File: src/rtl/mem_stage_ctrl_pkg.sv
// Shared processor definitions: memory-stage FSM encoding and timeout default.
package proc_pkg;

  typedef enum logic [1:0] {
    IDLE   = 2'd0,
    BUSY   = 2'd1,
    HALTED = 2'd2
  } memState_t;

  localparam int TIMEOUT_DEFAULT = 16;

  // Bits needed to hold a count from 0 to maxCount.
  function automatic int cntWidth(input int maxCount);
    return (maxCount < 2) ? 1 : $clog2(maxCount + 1);
  endfunction

endpackage

File: src/rtl/mem_stage_ctrl_if.sv
// Data-memory request bus between the MEM stage controller and the memory.
interface mem_stage_ctrl_if;
  logic [15:0] mem_addr;
  logic [15:0] mem_wrData;
  logic        mem_rd;
  logic        mem_wr;
  logic [15:0] mem_rdData;
  logic        mem_done;

  modport master (
    output mem_addr, mem_wrData, mem_rd, mem_wr,
    input  mem_rdData, mem_done
  );

  modport slave (
    input  mem_addr, mem_wrData, mem_rd, mem_wr,
    output mem_rdData, mem_done
  );
endinterface

File: src/rtl/mem_stage_ctrl_mem_wb_reg.sv
// MEM/WB pipeline register built from the standard register cells.

module register_16b #(
  parameter logic [15:0] RESET_VAL = '0
) (
  input  logic        clk,
  input  logic        rst,
  input  logic        en,
  input  logic [15:0] d,
  output logic [15:0] q
);
  // Loadable 16-bit register with synchronous reset.
  always_ff @(posedge clk) begin
    if (rst)     q <= RESET_VAL;
    else if (en) q <= d;
  end
endmodule

module register_3b #(
  parameter logic [2:0] RESET_VAL = '0
) (
  input  logic       clk,
  input  logic       rst,
  input  logic       en,
  input  logic [2:0] d,
  output logic [2:0] q
);
  // Loadable 3-bit register with synchronous reset.
  always_ff @(posedge clk) begin
    if (rst)     q <= RESET_VAL;
    else if (en) q <= d;
  end
endmodule

module register_1b #(
  parameter logic RESET_VAL = 1'b0
) (
  input  logic clk,
  input  logic rst,
  input  logic en,
  input  logic d,
  output logic q
);
  // Loadable 1-bit register with synchronous reset.
  always_ff @(posedge clk) begin
    if (rst)     q <= RESET_VAL;
    else if (en) q <= d;
  end
endmodule

module mem_wb_reg (
  input  logic        clk,
  input  logic        rst,
  input  logic [15:0] nxtWbData,
  input  logic [2:0]  nxtWriteRegSel,
  input  logic        nxtIsRegWrite,
  input  logic        nxtIsNotHalt,
  output logic [15:0] wbData,
  output logic [2:0]  writeRegSel,
  output logic        isRegWrite,
  output logic        isNotHalt
);
  // The controller always presents either a real result or a bubble, so
  // every field loads on every cycle. Reset leaves a bubble (not a halt).
  register_16b #(.RESET_VAL(16'h0000)) uWbData (
    .clk(clk), .rst(rst), .en(1'b1), .d(nxtWbData), .q(wbData)
  );
  register_3b #(.RESET_VAL(3'd0)) uWriteRegSel (
    .clk(clk), .rst(rst), .en(1'b1), .d(nxtWriteRegSel), .q(writeRegSel)
  );
  register_1b #(.RESET_VAL(1'b0)) uIsRegWrite (
    .clk(clk), .rst(rst), .en(1'b1), .d(nxtIsRegWrite), .q(isRegWrite)
  );
  register_1b #(.RESET_VAL(1'b1)) uIsNotHalt (
    .clk(clk), .rst(rst), .en(1'b1), .d(nxtIsNotHalt), .q(isNotHalt)
  );
endmodule

File: src/rtl/mem_stage_ctrl.sv
// MEM stage controller: issues data-memory requests, stalls the front of the
// pipeline while memory is busy, aborts hung accesses, and fills MEM/WB.
module mem_stage_ctrl
  import proc_pkg::*;
#(
  parameter int TIMEOUT = TIMEOUT_DEFAULT
) (
  input  logic                   clk,
  input  logic                   rst,
  input  logic [15:0]            aluResult_EX_MEM,
  input  logic [15:0]            rdData2_EX_MEM,
  input  logic                   isMemRead_EX_MEM,
  input  logic                   isMemWrite_EX_MEM,
  input  logic                   isMemToReg_EX_MEM,
  input  logic                   isRegWrite_EX_MEM,
  input  logic                   isNotHalt_EX_MEM,
  input  logic [2:0]             writeRegSel_EX_MEM,
  mem_stage_ctrl_if.master       memBus,
  output logic                   stall,
  output logic                   err,
  output logic [15:0]            wbData_MEM_WB,
  output logic [2:0]             writeRegSel_MEM_WB,
  output logic                   isRegWrite_MEM_WB,
  output logic                   isNotHalt_MEM_WB
);

  localparam int CNT_W = cntWidth(TIMEOUT);

  memState_t        state, stateNext;
  logic [CNT_W-1:0] busyCnt, busyCntNext;
  logic             errNext;
  logic             req;
  logic             timeout;
  logic [15:0]      nxtWbData;
  logic [2:0]       nxtWriteRegSel;
  logic             nxtIsRegWrite;
  logic             nxtIsNotHalt;

  assign memBus.mem_addr   = aluResult_EX_MEM;
  assign memBus.mem_wrData = rdData2_EX_MEM;

  // State, BUSY cycle counter and the registered error pulse.
  always_ff @(posedge clk) begin
    if (rst) begin
      state   <= IDLE;
      busyCnt <= '0;
      err     <= 1'b0;
    end else begin
      state   <= stateNext;
      busyCnt <= busyCntNext;
      err     <= errNext;
    end
  end

  // Next state, request strobes, stall and error detection.
  always_comb begin
    stateNext     = state;
    busyCntNext   = '0;
    errNext       = 1'b0;
    timeout       = 1'b0;
    req           = 1'b0;
    memBus.mem_rd = 1'b0;
    memBus.mem_wr = 1'b0;

    if (state != HALTED) req = isMemRead_EX_MEM | isMemWrite_EX_MEM;

    // A conflicting read+write is resolved as a write.
    if (req) begin
      memBus.mem_wr = isMemWrite_EX_MEM;
      memBus.mem_rd = isMemRead_EX_MEM & ~isMemWrite_EX_MEM;
    end

    case (state)
      IDLE: begin
        // Conflict and misalignment are flagged once, on the first cycle.
        errNext = req & ((isMemRead_EX_MEM & isMemWrite_EX_MEM) | aluResult_EX_MEM[0]);
        if (req && !memBus.mem_done) stateNext = BUSY;
        else if (!req && !isNotHalt_EX_MEM) stateNext = HALTED;
      end
      BUSY: begin
        if (memBus.mem_done) begin
          stateNext = IDLE;
        end else if (busyCnt == CNT_W'(TIMEOUT - 1)) begin
          // This is the TIMEOUT-th BUSY cycle: give up on the access.
          timeout   = 1'b1;
          errNext   = 1'b1;
          stateNext = IDLE;
        end else begin
          busyCntNext = busyCnt + CNT_W'(1);
        end
      end
      HALTED: stateNext = HALTED;
      default: stateNext = IDLE;
    endcase

    stall = req & ~memBus.mem_done & ~timeout;
  end

  // MEM/WB next value: real result when the stage advances, bubble otherwise.
  always_comb begin
    nxtWbData      = 16'h0000;
    nxtWriteRegSel = 3'd0;
    nxtIsRegWrite  = 1'b0;
    nxtIsNotHalt   = 1'b1;
    if (state != HALTED && !stall) begin
      nxtWbData      = isMemToReg_EX_MEM ? memBus.mem_rdData : aluResult_EX_MEM;
      nxtWriteRegSel = writeRegSel_EX_MEM;
      nxtIsRegWrite  = isRegWrite_EX_MEM & ~timeout;
      nxtIsNotHalt   = isNotHalt_EX_MEM;
    end
  end

  mem_wb_reg uMemWb (
    .clk            (clk),
    .rst            (rst),
    .nxtWbData      (nxtWbData),
    .nxtWriteRegSel (nxtWriteRegSel),
    .nxtIsRegWrite  (nxtIsRegWrite),
    .nxtIsNotHalt   (nxtIsNotHalt),
    .wbData         (wbData_MEM_WB),
    .writeRegSel    (writeRegSel_MEM_WB),
    .isRegWrite     (isRegWrite_MEM_WB),
    .isNotHalt      (isNotHalt_MEM_WB)
  );

endmodule

File: src/flat_wrapper.sv
// flat-port wrapper written by rule: the top's interface ports become plain ports
module mem_stage_ctrl_flat import proc_pkg::*;
#(
  parameter int TIMEOUT = TIMEOUT_DEFAULT
)
  (clk, rst, aluResult_EX_MEM, rdData2_EX_MEM, isMemRead_EX_MEM, isMemWrite_EX_MEM, isMemToReg_EX_MEM, isRegWrite_EX_MEM, isNotHalt_EX_MEM, writeRegSel_EX_MEM, stall, err, wbData_MEM_WB, writeRegSel_MEM_WB, isRegWrite_MEM_WB, isNotHalt_MEM_WB, memBus_mem_addr, memBus_mem_wrData, memBus_mem_rd, memBus_mem_wr, memBus_mem_rdData, memBus_mem_done);
  mem_stage_ctrl_if memBus_i ();
  input  logic clk;
  input  logic rst;
  input  logic [15:0] aluResult_EX_MEM;
  input  logic [15:0] rdData2_EX_MEM;
  input  logic isMemRead_EX_MEM;
  input  logic isMemWrite_EX_MEM;
  input  logic isMemToReg_EX_MEM;
  input  logic isRegWrite_EX_MEM;
  input  logic isNotHalt_EX_MEM;
  input  logic [2:0] writeRegSel_EX_MEM;
  output logic stall;
  output logic err;
  output logic [15:0] wbData_MEM_WB;
  output logic [2:0] writeRegSel_MEM_WB;
  output logic isRegWrite_MEM_WB;
  output logic isNotHalt_MEM_WB;
  output wire logic [$bits(memBus_i.mem_addr)-1:0] memBus_mem_addr;
  output wire logic [$bits(memBus_i.mem_wrData)-1:0] memBus_mem_wrData;
  output wire logic [$bits(memBus_i.mem_rd)-1:0] memBus_mem_rd;
  output wire logic [$bits(memBus_i.mem_wr)-1:0] memBus_mem_wr;
  input wire logic [$bits(memBus_i.mem_rdData)-1:0] memBus_mem_rdData;
  input wire logic [$bits(memBus_i.mem_done)-1:0] memBus_mem_done;
  assign memBus_mem_addr = memBus_i.mem_addr;
  assign memBus_mem_wrData = memBus_i.mem_wrData;
  assign memBus_mem_rd = memBus_i.mem_rd;
  assign memBus_mem_wr = memBus_i.mem_wr;
  assign memBus_i.mem_rdData = memBus_mem_rdData;
  assign memBus_i.mem_done = memBus_mem_done;
  mem_stage_ctrl #(.TIMEOUT(TIMEOUT)) u_core (.clk(clk), .rst(rst), .aluResult_EX_MEM(aluResult_EX_MEM), .rdData2_EX_MEM(rdData2_EX_MEM), .isMemRead_EX_MEM(isMemRead_EX_MEM), .isMemWrite_EX_MEM(isMemWrite_EX_MEM), .isMemToReg_EX_MEM(isMemToReg_EX_MEM), .isRegWrite_EX_MEM(isRegWrite_EX_MEM), .isNotHalt_EX_MEM(isNotHalt_EX_MEM), .writeRegSel_EX_MEM(writeRegSel_EX_MEM), .memBus(memBus_i), .stall(stall), .err(err), .wbData_MEM_WB(wbData_MEM_WB), .writeRegSel_MEM_WB(writeRegSel_MEM_WB), .isRegWrite_MEM_WB(isRegWrite_MEM_WB), .isNotHalt_MEM_WB(isNotHalt_MEM_WB));
endmodule
File: config.mk
export PLATFORM = sky130hd
export DESIGN_NAME = mem_stage_ctrl_flat
export DESIGN_NICKNAME = d
export VERILOG_FILES = /design/src/rtl/mem_stage_ctrl_pkg.sv /design/src/rtl/mem_stage_ctrl_if.sv /design/src/rtl/mem_stage_ctrl_mem_wb_reg.sv /design/src/rtl/mem_stage_ctrl.sv /design/src/flat_wrapper.sv
export SDC_FILE = /design/constraint.sdc
export NUM_CORES = 1
export LEC_CHECK = 0
export BUFFER_PORTS_ARGS = -buffer_cell sky130_fd_sc_hd__clkbuf_2
export CAP_MARGIN = 30
export CORE_UTILIZATION = 34
export CTS_CLUSTER_SIZE = 20
export DETAILED_ROUTE_END_ITERATION = 10
export PLACE_DENSITY_LB_ADDON = 0.12
export RECOVER_POWER = 50
export SLEW_MARGIN = 25
export SYNTH_ARGS = -nofsm -noshare
export SYNTH_HDL_FRONTEND = slang
export SYNTH_SLANG_ARGS = --single-unit
File: constraint.sdc
create_clock -name clk -period 1.6 [get_ports clk]
set_input_delay 0.16 -clock clk [delete_from_list [all_inputs] [get_ports clk]]
set_output_delay 0.16 -clock clk [all_outputs]
set_load 0.02 [all_outputs]
==> reports/metrics.cfg <==
[floorplanning]
dieArea_um2=4230
pin_count=116
die_w_um=65.0
num_rows=22
die_y_um=65.0
coreArea_um2=3740
start_util_pct=36.1

[layout]
multiInputGateArea_um2=561
diodes=0
fillers=399
fin_nets=261
final_common_cell=clkbuf_2
final_util_pct=48.0
area_delta_synth_final_pct=33.0
stdcell_count=249
layout-drive-gt1-share_pct=50.7
seq_area_um2=583
final_cell_mix=clkbuf_2 (66), dfxtp_1 (27), clkbuf_1 (17)

[setup_path]
crit_path_frequent_cell=ha_4
worstReg2RegStart=u_core.busyCnt[0]
crit_arrival_ps=1580
r2r_cells=7
worstSetupPathType=flop to output port
cp_num_buf_inv=1
cp_slowest_cell=dfxtp_2
startpoint_type=flop
cp_max_fo=3
r2r_slack_ps=-100
end_kind=output port
r2r_end=u_core.uMemWb.uWbData.q[5]
cp_cell_sequence=ha_4 > and3_4 > ha_4 > and3b_4 > nor4_4 > buf_4
critical_path.top_delay_family=simple AND/OR/NAND/NOR gates
critPathMaxStageDelay_ps=330
required_ps=1440

[sta]
hold-worst-slack_ps=85.5
setup_viol=21
skew_ps=3.04
drv_slew=0
worst_slack_ps=-140
post-route-min-period_ps=1740
final.period_utilization_pct=109
tightest_slew_ps=518
hold_viol=0
rsz0062_at_grt=yes
slew_headroom_pct=65.5
fmax_ghz=0.575

[min_path]
hp-class=input port to flop
hold_end=u_core.uMemWb.uWriteRegSel.q[1]
whs_path_depth=3
hp-start=writeRegSel_EX_MEM[1]

[clocking]
path_clk_slew_ps=60
ctsHtreeMaxLevel=2
numCtsBuffers=5
cts_tree=built
root_buffer=clkbuf_8
worstSkewPairLatency_ps=270
postCtsSetupRepairBufs=0
clk_path_buf_depth=2
clock_sinks=29

[global_routing]
antenna_found_initial=0
grtUsageTotal_pct=13.5
overflow=0
grt_pass1_vias=969
grt_max_degree=17
grt_pass1_wl_um=4300

[power_and_ir_drop]
leakagePower_nw=0.868
power.density_nw_per_um2=1020
ir_drop_v=0.000509

[routing]
num_vias=1123
drtAntennaViolNets=0
vias_per_cell=4.51
post-route-drc-count=0
first_pass_iters=4
drt-wirelength-per-cell_um=11.6
drtIter0Drc=16
wirelength_um=2890

[logic_synthesis]
yosys_warnings=0
syn_nets=203
ys_types=27
syn_avg_cell_area_um2=9.52
syn_area_um2=1350
yosysSeqAreaShare_pct=43.0
synth-seq-cells=29
synthCells=142

[placed_design]
place.gp.congestion=0.684
io_buffers=83
dp.cells=240
hpwl_um=2180

[status]
violations=setup timing
status=complete, but fails checks

[flow_run]
cap_violations=0

[stage by stage]
step           area [um^2]  power (mW)  TNS (ps)  setup WS, ps
2_1_floorplan         1400        1.05         0          11.3
3_3_place_gp          1630        1.08      -449         -37.6
3_5_place_dp          1630        1.09      -961         -70.3
4_1_cts               1780        1.86     -1510          -188
5_1_grt               1800        1.94     -2560          -212
6_report              1800        1.84     -1580          -140
[per-layer routing]
| metal | vias up | wire length [um] | global-route usage (%) |
|---|---|---|---|
| met5 | - | 0 | 0 |
| li1 | 547 | - | - |
| met1 | 494 | 1140 | 15.2 |
| met2 | 64 | 1380 | 22.4 |
| met3 | 18 | 317 | 5.46 |
| met4 | 0 | 57 | 5.98 |
[report_power, final]
| part | switching, mW | leakage (nW) | internal, mW |
|---|---|---|---|
| Sequential | 0.0137 | 0.239 | 0.759 |
| Clock | 0.247 | 0.0585 | 0.507 |
| Combinational | 0.187 | 0.570 | 0.128 |
| Total | 0.448 | 0.868 | 1.39 |
[worst max path at each step]
stage | from | end | slack, ps | depth (start not counted)
detailed placement | u_core.busyCnt[1] | u_core.uMemWb.uWbData.q[5] | -70 | 7
CTS | u_core.busyCnt[0] | stall | -190 | 6
finish | u_core.busyCnt[0] | stall | -140 | 6
floorplan | u_core.busyCnt[0] | u_core.uMemWb.uWbData.q[0] | 10 | 7
global route | u_core.busyCnt[0] | stall | -210 | 6
global placement | u_core.busyCnt[1] | u_core.uMemWb.uWbData.q[6] | -40 | 7
[registers in the layout (all words and copies together), names as in the netlist]
signal	flops
u_core.busyCnt	5
u_core.err	1
u_core.uMemWb.uWbData.q	16
u_core.uMemWb.uIsNotHalt.q	1
u_core.uMemWb.uIsRegWrite.q	1
u_core.uMemWb.uWriteRegSel.q	3
u_core.state	2
[area by class of cell]
class                      instances  share of cell area (%)
clock buffer                       7                    4.81
clock inverter                     1                    1.67
inverter                           6                    1.25
multi-input combinational         69                    31.2
sequential                        29                    32.5
tap                               48                    3.34
timing repair buffer              89                    25.3
[worst register-to-register path: stages (launching register included)]
cell	delay, ps
dfxtp_2	330
ha_4	160
and3_4	150
ha_4	150
and3b_4	200
o311ai_4	350
buf_6	210
nor2_1	50
[cells by family after synthesis]
| kind of cell | synth area share [%] |
|---|---|
| XOR/XNOR | 1.30 |
| AND/OR/NAND/NOR | 15.1 |
| flip-flops | 43.0 |
| adder cells (fa/ha/maj) | 1.85 |
| multiplexers | 11.9 |
| AO/OA/AOI/OAI | 4.72 |
| buffers and inverters | 22.2 |
[synth_stat cells]
cell      instances  share of area (%)
and2_1            1               0.46
o31a_1            1               0.65
mux2i_1          16                 12
nand2b_1          1               0.46
o2111a_1          1               0.83
xnor2_1           1               0.65
buf_4            33                 18
and3b_4           1               0.93
buf_2             3                1.1
xor2_1            1               0.65
nor2_1           27                7.5
inv_1             6                1.7
o31ai_1           1               0.56
nor3b_1           1               0.56
clkbuf_1          1               0.28
nor4_1            1               0.46
buf_6             1               0.83
o311ai_4          1                1.9
or2_1             1               0.46
nor2b_1           1               0.46
nand3b_1          2                1.1
dfxtp_1          29                 43
nor3_1            5                1.9
nand3_1           1               0.37
ha_1              2                1.9
and3_1            1               0.46
a21oi_1           2               0.74
[timing repair]
item                                    4_1_cts  5_1_grt
hold buffers                                  0        0
endpoints found under the setup margin       21       21
gates resized for setup                       7       15
pin swaps                                    20        0
gates cloned                                  1        0
Power figures use the tool's default switching activity.
